`src/rtl/parking_display_scan_pkg.sv`:
```
// Shared encodings and types for the parking-lot free-space display.
// Segment patterns are active-low {g,f,e,d,c,b,a}.
package parking_pkg;

    localparam int NUM_DIGITS = 4;

    localparam logic [6:0] SEG_0     = 7'h40;
    localparam logic [6:0] SEG_1     = 7'h79;
    localparam logic [6:0] SEG_2     = 7'h24;
    localparam logic [6:0] SEG_3     = 7'h30;
    localparam logic [6:0] SEG_4     = 7'h19;
    localparam logic [6:0] SEG_5     = 7'h12;
    localparam logic [6:0] SEG_6     = 7'h02;
    localparam logic [6:0] SEG_7     = 7'h78;
    localparam logic [6:0] SEG_8     = 7'h00;
    localparam logic [6:0] SEG_9     = 7'h10;
    localparam logic [6:0] SEG_P     = 7'h0C;
    localparam logic [6:0] SEG_F     = 7'h0E;
    localparam logic [6:0] SEG_BLANK = 7'h7F;

    typedef enum logic [1:0] {
        CNV_IDLE,
        CNV_SHIFT,
        CNV_DONE
    } cnv_state_e;

    typedef struct packed {
        logic [3:0] hund;
        logic [3:0] tens;
        logic [3:0] ones;
    } bcd3_t;

    function automatic logic [6:0] seg_digit(input logic [3:0] d);
        logic [6:0] s;
        case (d)
            4'd0:    s = SEG_0;
            4'd1:    s = SEG_1;
            4'd2:    s = SEG_2;
            4'd3:    s = SEG_3;
            4'd4:    s = SEG_4;
            4'd5:    s = SEG_5;
            4'd6:    s = SEG_6;
            4'd7:    s = SEG_7;
            4'd8:    s = SEG_8;
            4'd9:    s = SEG_9;
            default: s = SEG_BLANK;
        endcase
        return s;
    endfunction

endpackage

```
`src/rtl/bin2bcd_seq.sv`:
```
// Sequential 8-bit binary to 3-digit BCD converter (shift-add-3).
// IDLE -> SHIFT (8 cycles) -> DONE -> IDLE; result valid on bcd while done=1.
module bin2bcd_seq
    import parking_pkg::*;
(
    input  logic       clk,
    input  logic       reset,
    input  logic       start,
    input  logic [7:0] din,
    output logic       ready,
    output logic       busy,
    output logic       done,
    output bcd3_t      bcd
);

    cnv_state_e  state, state_next;
    logic [19:0] shreg;
    logic [19:0] shreg_adj;
    logic [2:0]  bit_cnt;

    function automatic logic [3:0] add3(input logic [3:0] nib);
        return (nib >= 4'd5) ? nib + 4'd3 : nib;
    endfunction

    // {hundreds, tens, ones, binary}; binary bits shift into the ones nibble
    always_comb begin
        shreg_adj = {add3(shreg[19:16]), add3(shreg[15:12]), add3(shreg[11:8]), shreg[7:0]};
    end

    assign bcd = shreg[19:8];

    always_comb begin
        state_next = state;
        ready      = 1'b0;
        done       = 1'b0;
        unique case (state)
            CNV_IDLE: begin
                ready = 1'b1;
                if (start) state_next = CNV_SHIFT;
            end
            CNV_SHIFT: begin
                if (bit_cnt == 3'd7) state_next = CNV_DONE;
            end
            CNV_DONE: begin
                done       = 1'b1;
                state_next = CNV_IDLE;
            end
            default: state_next = CNV_IDLE;
        endcase
    end

    always_ff @(posedge clk or negedge reset) begin
        if (!reset) state <= CNV_IDLE;
        else        state <= state_next;
    end

    // busy is registered: rises with the start edge and falls with the DONE edge
    always_ff @(posedge clk or negedge reset) begin
        if (!reset) begin
            shreg   <= '0;
            bit_cnt <= '0;
            busy    <= 1'b0;
        end else begin
            unique case (state)
                CNV_IDLE: begin
                    if (start) begin
                        shreg   <= {12'd0, din};
                        bit_cnt <= '0;
                        busy    <= 1'b1;
                    end
                end
                CNV_SHIFT: begin
                    shreg   <= {shreg_adj[18:0], 1'b0};
                    bit_cnt <= bit_cnt + 3'd1;
                end
                CNV_DONE: busy <= 1'b0;
                default: ;
            endcase
        end
    end

endmodule

```
`src/rtl/parking_display_scan.sv`:
```
// 4-digit multiplexed 7-segment driver showing "P nnn" or "F  0" free spaces.
// Optional FULL_BLINK_EN: blinks the display while the lot is full.
module parking_display_scan
    import parking_pkg::*;
#(
    parameter int CAPACITY    = 150,
    parameter int BLINK_TICKS = 500
)(
    input  logic       clk,
    input  logic       reset,
    input  logic       scan_clk,
    input  logic [7:0] free_count,
    output logic [3:0] an,
    output logic [6:0] seg,
    output logic       busy
);

    localparam logic [7:0] CAP8 = 8'(CAPACITY);

    logic [7:0] clamped;
    logic [7:0] last_value;
    logic       pending;
    logic       start_req;
    logic       cnv_ready;
    logic       cnv_done;
    bcd3_t      cnv_bcd;
    bcd3_t      disp_buf;

    assign clamped   = (free_count > CAP8) ? CAP8 : free_count;
    assign start_req = pending || (clamped != last_value);

    // pending forces one conversion after every reset release
    always_ff @(posedge clk or negedge reset) begin
        if (!reset) begin
            pending    <= 1'b1;
            last_value <= '0;
        end else if (cnv_ready && start_req) begin
            pending    <= 1'b0;
            last_value <= clamped;
        end
    end

    bin2bcd_seq u_bcd (
        .clk   (clk),
        .reset (reset),
        .start (start_req),
        .din   (clamped),
        .ready (cnv_ready),
        .busy  (busy),
        .done  (cnv_done),
        .bcd   (cnv_bcd)
    );

    always_ff @(posedge clk or negedge reset) begin
        if (!reset)        disp_buf <= '0;
        else if (cnv_done) disp_buf <= cnv_bcd;
    end

    // scan_clk is asynchronous data: 2-FF sync, then registered rising-edge pulse
    logic [1:0] scan_sync;
    logic       scan_prev;
    logic       tick;

    always_ff @(posedge clk or negedge reset) begin
        if (!reset) begin
            scan_sync <= '0;
            scan_prev <= 1'b0;
            tick      <= 1'b0;
        end else begin
            scan_sync <= {scan_sync[0], scan_clk};
            scan_prev <= scan_sync[1];
            tick      <= scan_sync[1] & ~scan_prev;
        end
    end

    logic       value_zero;
    logic       blank_an;
    logic [1:0] idx;
    logic [6:0] digit_seg;

    assign value_zero = (disp_buf == '0);

`ifdef FULL_BLINK_EN
    localparam int BW = (BLINK_TICKS > 1) ? $clog2(BLINK_TICKS) : 1;
    logic [BW-1:0] blink_cnt;
    logic          blink_phase;

    always_ff @(posedge clk or negedge reset) begin
        if (!reset) begin
            blink_cnt   <= '0;
            blink_phase <= 1'b0;
        end else if (tick) begin
            if (blink_cnt == BW'(BLINK_TICKS - 1)) begin
                blink_cnt   <= '0;
                blink_phase <= ~blink_phase;
            end else begin
                blink_cnt <= blink_cnt + 1'b1;
            end
        end
    end

    assign blank_an = value_zero & blink_phase;
`else
    assign blank_an = 1'b0;
`endif

    always_comb begin
        digit_seg = SEG_BLANK;
        unique case (idx)
            2'd0: digit_seg = seg_digit(disp_buf.ones);
            2'd1: digit_seg = (disp_buf.hund == 4'd0 && disp_buf.tens == 4'd0)
                              ? SEG_BLANK : seg_digit(disp_buf.tens);
            2'd2: digit_seg = (disp_buf.hund == 4'd0) ? SEG_BLANK : seg_digit(disp_buf.hund);
            2'd3: digit_seg = value_zero ? SEG_F : SEG_P;
            default: digit_seg = SEG_BLANK;
        endcase
    end

    // an/seg change only on a tick, so a buffer update waits for the next tick
    always_ff @(posedge clk or negedge reset) begin
        if (!reset) begin
            idx <= '0;
            an  <= 4'hF;
            seg <= SEG_BLANK;
        end else if (tick) begin
            idx <= idx + 2'd1;
            an  <= blank_an ? 4'hF : ~(4'b0001 << idx);
            seg <= digit_seg;
        end
    end

endmodule

```
`config.mk`:
```
export PLATFORM = sky130hd
export DESIGN_NAME = parking_display_scan
export DESIGN_NICKNAME = d
export VERILOG_FILES = /design/src/rtl/parking_display_scan_pkg.sv /design/src/rtl/bin2bcd_seq.sv /design/src/rtl/parking_display_scan.sv
export SDC_FILE = /design/constraint.sdc
export NUM_CORES = 1
export LEC_CHECK = 0
export CORE_MARGIN = 2
export CORE_UTILIZATION = 45
export DETAILED_ROUTE_END_ITERATION = 8
export GPL_ROUTABILITY_DRIVEN = 0
export PLACE_DENSITY = 0.7
export SYNTH_ARGS = -nofsm -noshare
export SYNTH_HDL_FRONTEND = slang
export SYNTH_SLANG_ARGS = --single-unit
```
`constraint.sdc`:
```
create_clock -name clk -period 3.85 [get_ports clk]
set_input_delay 1.155 -clock clk [delete_from_list [all_inputs] [get_ports clk]]
set_output_delay 1.155 -clock clk [all_outputs]
set_load 0.005 [all_outputs]
```
# Word-level counts from Yosys, hierarchy flattened
# Memory sizes are Yosys's and may differ from the RTL's.
# Index checks and enable logic that the tools add are counted.
# totals
ram_bits	0
latch_bits	0
mem_count	3
out_inout_bits	12
rom_bits	336
regBits	64
input_bits	11
# op_classes
n_div	0
n_mul	0
n_eq_ne	9
n_addsub	5
n_reduce_logical	13
muxes	19
n_lt_le_gt_ge	4
bitwise_logic	3
shift	1
# mem_list
name	depth	word_bits	rd	rd_ports_with_merged_regs	write_ports	line_no	rtl
(name not given)	16	7	1	0	0	parking_display_scan_pkg.sv:35	case (d)
(name not given)	16	7	1	0	0	parking_display_scan_pkg.sv:35	
(name not given)	16	7	1	0	0	parking_display_scan_pkg.sv:35	
# op_table
operator	count
20-bit one-hot mux with 2 select lines	1
7-bit one-hot mux with 4 select lines	1
20-bit two-way mux	1
7-bit two-way mux	2
4-bit by 3-bit >= comparator with 1-bit output, second input constant	3
12-bit zero test	1
4-bit by 2-bit adder with 4-bit output, second input constant	2
8-bit > comparator, second input constant	1
4-bit zero test	2
4-bit two-way mux	2
8-bit two-way mux	1
8-bit != test	1
2-bit == test, second input constant	3
2-bit two-way mux	3
3-bit two-way mux	2
3-bit one-hot mux with 2 select lines	1
2-bit AND reduction	3
2-bit by 1-bit == test with 1-bit output, second input constant	2
2-bit zero test	2
4-bit inverter	1
2-bit one-hot mux with 2 select lines	1
2-bit nonzero test	2
1-bit by 2-bit left shift with 4-bit output, first input constant	1
3-bit by 1-bit adder with 3-bit output, second input constant	1
other kinds (11)	14

# Logic depth before layout (Yosys ltp)
# depth
ltp_word	6
mapped_depth	8
depth_no_buf	7

# Hierarchy
# From an unflattened synthesis, not the netlist that was laid out.
# unflattened
hier_cells	415
hier_area_um2	3993.8
# modules_own_cells
module	cells_each	area_each_um2	n_inst
parking_display_scan	260	2458.6	1
bin2bcd_seq	155	1535.2	1

# Least setup slack after synthesis
# OpenSTA, ideal clock, no wires.
# synth_path
path_kind	input port to flip-flop
from	input port free_count[7]
to	register last_value[6]
setup_ns	0.125
cell_stages	7
arrival_time_ns	2.582
slack_ns	1.143
path_cell_list	buf_2 > o31ai_1 > and3_1 > o2111a_1 > buf_4 > a31oi_4 > mux2_4
# synth_via
elab_chain_cells	5
# synth_rtl
element	line_no	rtl
start: declaration	parking_display_scan.sv:12	input logic [7:0] free_count,
8-bit > comparator	parking_display_scan.sv:29	assign clamped = (free_count > CAP8) ? CAP8 : free_count;
8-bit two-way mux *	parking_display_scan.sv:29	
8-bit != test	parking_display_scan.sv:30	assign start_req = pending || (clamped != last_value);
1-bit logical OR	parking_display_scan.sv:30	
1-bit logical AND	parking_display_scan.sv:37	end else if (cnv_ready && start_req) begin
end signal: assignment	parking_display_scan.sv:39	last_value <= clamped;
end: declaration	parking_display_scan.sv:21	logic [7:0] last_value;
# Mark *: on every way between the ends. The rest lies on a longest branch, timed or not.
# A chain may end at the register's enable or synchronous reset.

# Final worst setup path
# layout_path
from	input port free_count[7]
to	register u_bcd.bit_cnt[0]
# layout_via
elab_chain_cells	6
# layout_rtl
element	line_no	rtl
8-bit > comparator	parking_display_scan.sv:29	
8-bit two-way mux *	parking_display_scan.sv:29	
8-bit != test *	parking_display_scan.sv:30	
1-bit logical OR *	parking_display_scan.sv:30	
2-bit != test (no source line) *	-	
2-bit AND reduction (no source line) *	-	
end signal: assignment	bin2bcd_seq.sv:74	bit_cnt <= bit_cnt + 3'd1;
end: declaration	bin2bcd_seq.sv:19	logic [2:0] bit_cnt;
# Marked as above.

==> impl_metrics.py <==
metrics = {
    "sta": {
        "slew-limit-headroom": 0.447,
        "fin_crit_ns": 3.16,
        "skew_ns": 0.00697,
        "worst-slew-pin-transition_ns": 0.826,
        "setup_viol_count_final": 0,
        "setup_total_negative_slack_ns": 0,
        "report.final.slew_viol_count": 0,
        "rsz0062_at_grt": "no",
        "hold_viol": 0,
        "achievable-frequency_ghz": 0.316,
        "post-route-period-util": 0.822,
    },
    "drt": {
        "postRouteWirelength_mm": 7.78,
        "drc": 0,
        "routed_via_density": 5.63,
        "first_pass_iters": 4,
        "detail_route.iter0.violations": 156,
        "ant_nets": 0,
        "detail_route.wl_per_cell_um": 14.7,
        "dr_total_vias": 2982,
    },
    "global_route": {
        "number_of_antenna_violations_at_the_first_check_in_global_routing": 0,
        "grt_total_ovfl": 0,
        "grtUsageTotal": 0.176,
        "grt_start_max_net_pins": 43,
        "number_of_global_route_vias_before_repair": 2895,
        "wire_length_of_the_first_global_routing_pass_mm": 13.6,
    },
    "critical_path": {
        "worstSetupStartpoint": "free_count[7]",
        "reg2reg_to": "seg[2]$_DFFE_PN1P_",
        "cp_data_arrival_time_ns": 3.44,
        "critical_path_required_ns": 4.13,
        "critPathMaxStageDelay_ns": 0.58,
        "worst_path_max_delay_cell": "sky130_fd_sc_hd__clkdlybuf4s50_1",
        "rr_startpoint": "disp_buf[9]$_DFFE_PN0P_",
        "crit_chain": "clkdlybuf4s50_1 > and2_1 > a2111oi_0 > a31o_1 > a41o_1 > buf_4 > mux2_2",
        "critPathCapture": "u_bcd.bit_cnt[0]$_DFFE_PN0P_",
        "timing.critical_path.fanout_max": 17,
        "ff2ff_path_depth": 7,
        "timing.setup.critical_path_class": "primary input to flip-flop",
        "sort_of_element_at_the_start_of_the_critical_path": "primary input",
        "ff2ff_setup_slack_ns": 1.39,
        "end_kind": "flip-flop",
    },
    "outcome": {
        "status": "complete, no violations",
    },
    "logic_synthesis": {
        "synth_sequential_area_ratio": 0.417,
        "syn_inst": 407,
        "edff_count_synth": 0,
        "count_of_synthesis_stage_warnings_from_yosys": 0,
        "ys_ff_latch": 64,
        "synth.avg_cell_area_um2": 9.53,
        "postSynth.asyncResetShare": 1.00,
        "synth_top_flop_cell": "sky130_fd_sc_hd__dfrtp_1",
        "post_synthesis_cell_type_count": 56,
        "netlist_area_um2": 3880,
        "synthesis.nets": 446,
    },
    "clocking": {
        "numClockSinks": 64,
        "post_cts.resized_instances": 0,
        "max-clock-path-buffers": 2,
        "cts_tree": "done",
        "clock_tree.root_cell": "sky130_fd_sc_hd__clkbuf_8",
        "cts_post_setup_buffers_inserted": 0,
        "cts_inserted_buffers": 9,
        "cts_h_tree_depth": 3,
        "clk_pin_slew_worst_paths_ns": 0.07,
        "worstSkewPairLatency_ns": 0.34,
        "post_cts_hold_buffer_count": 0,
    },
    "power_and_ir_drop": {
        "power.static_leakage_nw": 1.96,
        "power_per_cell_area_nw_per_um2": 848,
        "max-vdd-ir-drop_uv": 469,
    },
    "die": {
        "core_region_area_um2": 8300,
        "die-width_um": 96.9,
        "io_pins": 23,
        "initial_core_util": 0.468,
        "die-area_um2": 9380,
        "die_h_um": 96.9,
        "row_count": 33,
    },
    "final_layout": {
        "antenna_cells": 0,
        "layout.cells.most_common": "sky130_fd_sc_hd__dfrtp_1",
        "layout-drive-gt1-share": 0.111,
        "nNetsFinal": 459,
        "syn2layout_area_growth_pct": 11.7,
        "final_area_um2": 4330,
        "most-common-layout-cells": "52 x sky130_fd_sc_hd__dfrtp_1, 35 x sky130_fd_sc_hd__inv_1, 33 x sky130_fd_sc_hd__nand2_1, 28 x sky130_fd_sc_hd__ha_1, 26 x sky130_fd_sc_hd__o21ai_0",
        "num-fill-cells": 749,
    },
    "job": {
        "cap_violations": 0,
    },
    "min_path": {
        "hp-class": "flip-flop to flip-flop",
    },
    "placement": {
        "placement.cell_area_um2": 4140,
        "buffer_ports.inserted": 22,
        "detailedPlacementHpwl_mm": 5.67,
    },
}
==> synthesized netlist by cell type, drive strengths merged (3+ instances only) <==
master / count / area share
inv: 35 / 0.034
buf: 7 / 0.014
nand2: 33 / 0.032
o221a: 3 / 0.0087
dfstp: 12 / 0.081
xor2: 4 / 0.0090
o31ai: 4 / 0.0077
a22o: 13 / 0.029
o2bb2ai: 3 / 0.0068
nor2: 24 / 0.023
ha: 28 / 0.090
clkbuf: 16 / 0.015
nor3: 6 / 0.0077
nand3: 5 / 0.0064
a21oi: 19 / 0.025
and3: 4 / 0.0064
a22oi: 3 / 0.0058
nand2b: 10 / 0.016
o21ai: 26 / 0.034
xnor2: 3 / 0.0068
a2bb2oi: 3 / 0.0068
nand4: 4 / 0.0064
nor2b: 16 / 0.026
mux2i: 8 / 0.021
a221oi: 3 / 0.0068
a21o: 4 / 0.0077
a2111oi: 5 / 0.015
dfrtp: 52 / 0.34
o22ai: 15 / 0.024
mux2: 7 / 0.021
a211oi: 5 / 0.0097
==> per-stage QoR <==
stage | util | power (mW) | setup WS [ns] | cells | hold WS (ns)
finish | 0.522 | 3.67 | 0.685 | 530 | 0.349
global route | 0.522 | 4.02 | 0.484 | 530 | 0.357
CTS | 0.522 | 3.70 | 0.698 | 530 | 0.350
detailed placement | 0.498 | 3.11 | 0.357 | 514 | 0.335
global placement | 0.498 | 3.04 | 0.401 | 514 | 0.333
floorplan | - | 2.63 | 1.14 | 407 | 0.331
==> flip-flops by register name, summed over array words and instances (netlist names), 2 cells and up <==
signal and count:
u_bcd.shreg 20, u_bcd.bit_cnt 3, last_value 8, u_bcd.state 2
scan_sync 2, disp_buf 12, idx 2, seg 7
an 4
==> worst max-delay path, delay by kind of cell <==
family | cells | cell delay, ns
buffers and inverters | 2 | 0.80
muxes | 1 | 0.18
AOI/OAI and AO/OA | 3 | 1.03
and+or+nand+nor | 1 | 0.27
==> per-layer routing <==
layer / vias up / part of all wire / global-route usage / wire length [µm]
met1: 1428 / 0.45 / 0.222 / 3480
met3: 13 / 0.041 / 0.0499 / 317
li1: 1470 / - / - / -
met4: 0 / 0.017 / 0.0607 / 131
met2: 71 / 0.50 / 0.289 / 3850
met5: - / 0 / 0 / 0
==> final cells by class <==
type | count | area [µm²] | area share
timing repair buffer | 25 | 238 | 0.0549
tap | 105 | 131 | 0.0303
clock inverter | 5 | 56.3 | 0.0130
sequential | 64 | 1620 | 0.373
multi-input combinational | 285 | 2020 | 0.466
clock buffer | 11 | 141 | 0.0326
inverter | 35 | 131 | 0.0303
==> cells by family (layout without fill, tap and decap cells) <==
family / count (synthesis) / count (layout) / synth area share
XOR/XNOR: 7 / 7 / 0.0158
AO/OA/AOI/OAI: 122 / 122 / 0.225
buffers and inverters: 58 / 76 / 0.0632
adder cells (fa/ha/maj): 28 / 28 / 0.0903
flip-flops: 64 / 64 / 0.417
AND/OR/NAND/NOR: 113 / 113 / 0.147
multiplexers: 15 / 15 / 0.0419
==> how the worst min path moves through the flow <==
stage | cells past startpoint | startpoint | to | slack [ns]
after floorplan | 0 | scan_sync[0]$_DFF_PN0_ | scan_sync[1]$_DFF_PN0_ | 0.33
after global placement | 0 | scan_sync[0]$_DFF_PN0_ | scan_sync[1]$_DFF_PN0_ | 0.33
after detailed placement | 0 | scan_sync[0]$_DFF_PN0_ | scan_sync[1]$_DFF_PN0_ | 0.33
after CTS | 0 | scan_sync[0]$_DFF_PN0_ | scan_sync[1]$_DFF_PN0_ | 0.35
after global routing | 0 | scan_sync[0]$_DFF_PN0_ | scan_sync[1]$_DFF_PN0_ | 0.36
final | 0 | scan_sync[0]$_DFF_PN0_ | scan_sync[1]$_DFF_PN0_ | 0.35
==> power breakdown <==
group / internal [mW] / switching (mW) / total, mW / leakage, nW
logic: 0.858 / 0.899 / 1.76 / 1.09
clock network: 0.315 / 0.254 / 0.570 / 0.0993
registers: 0.999 / 0.347 / 1.35 / 0.764
Note: power is estimated with default switching activity, not from simulation.
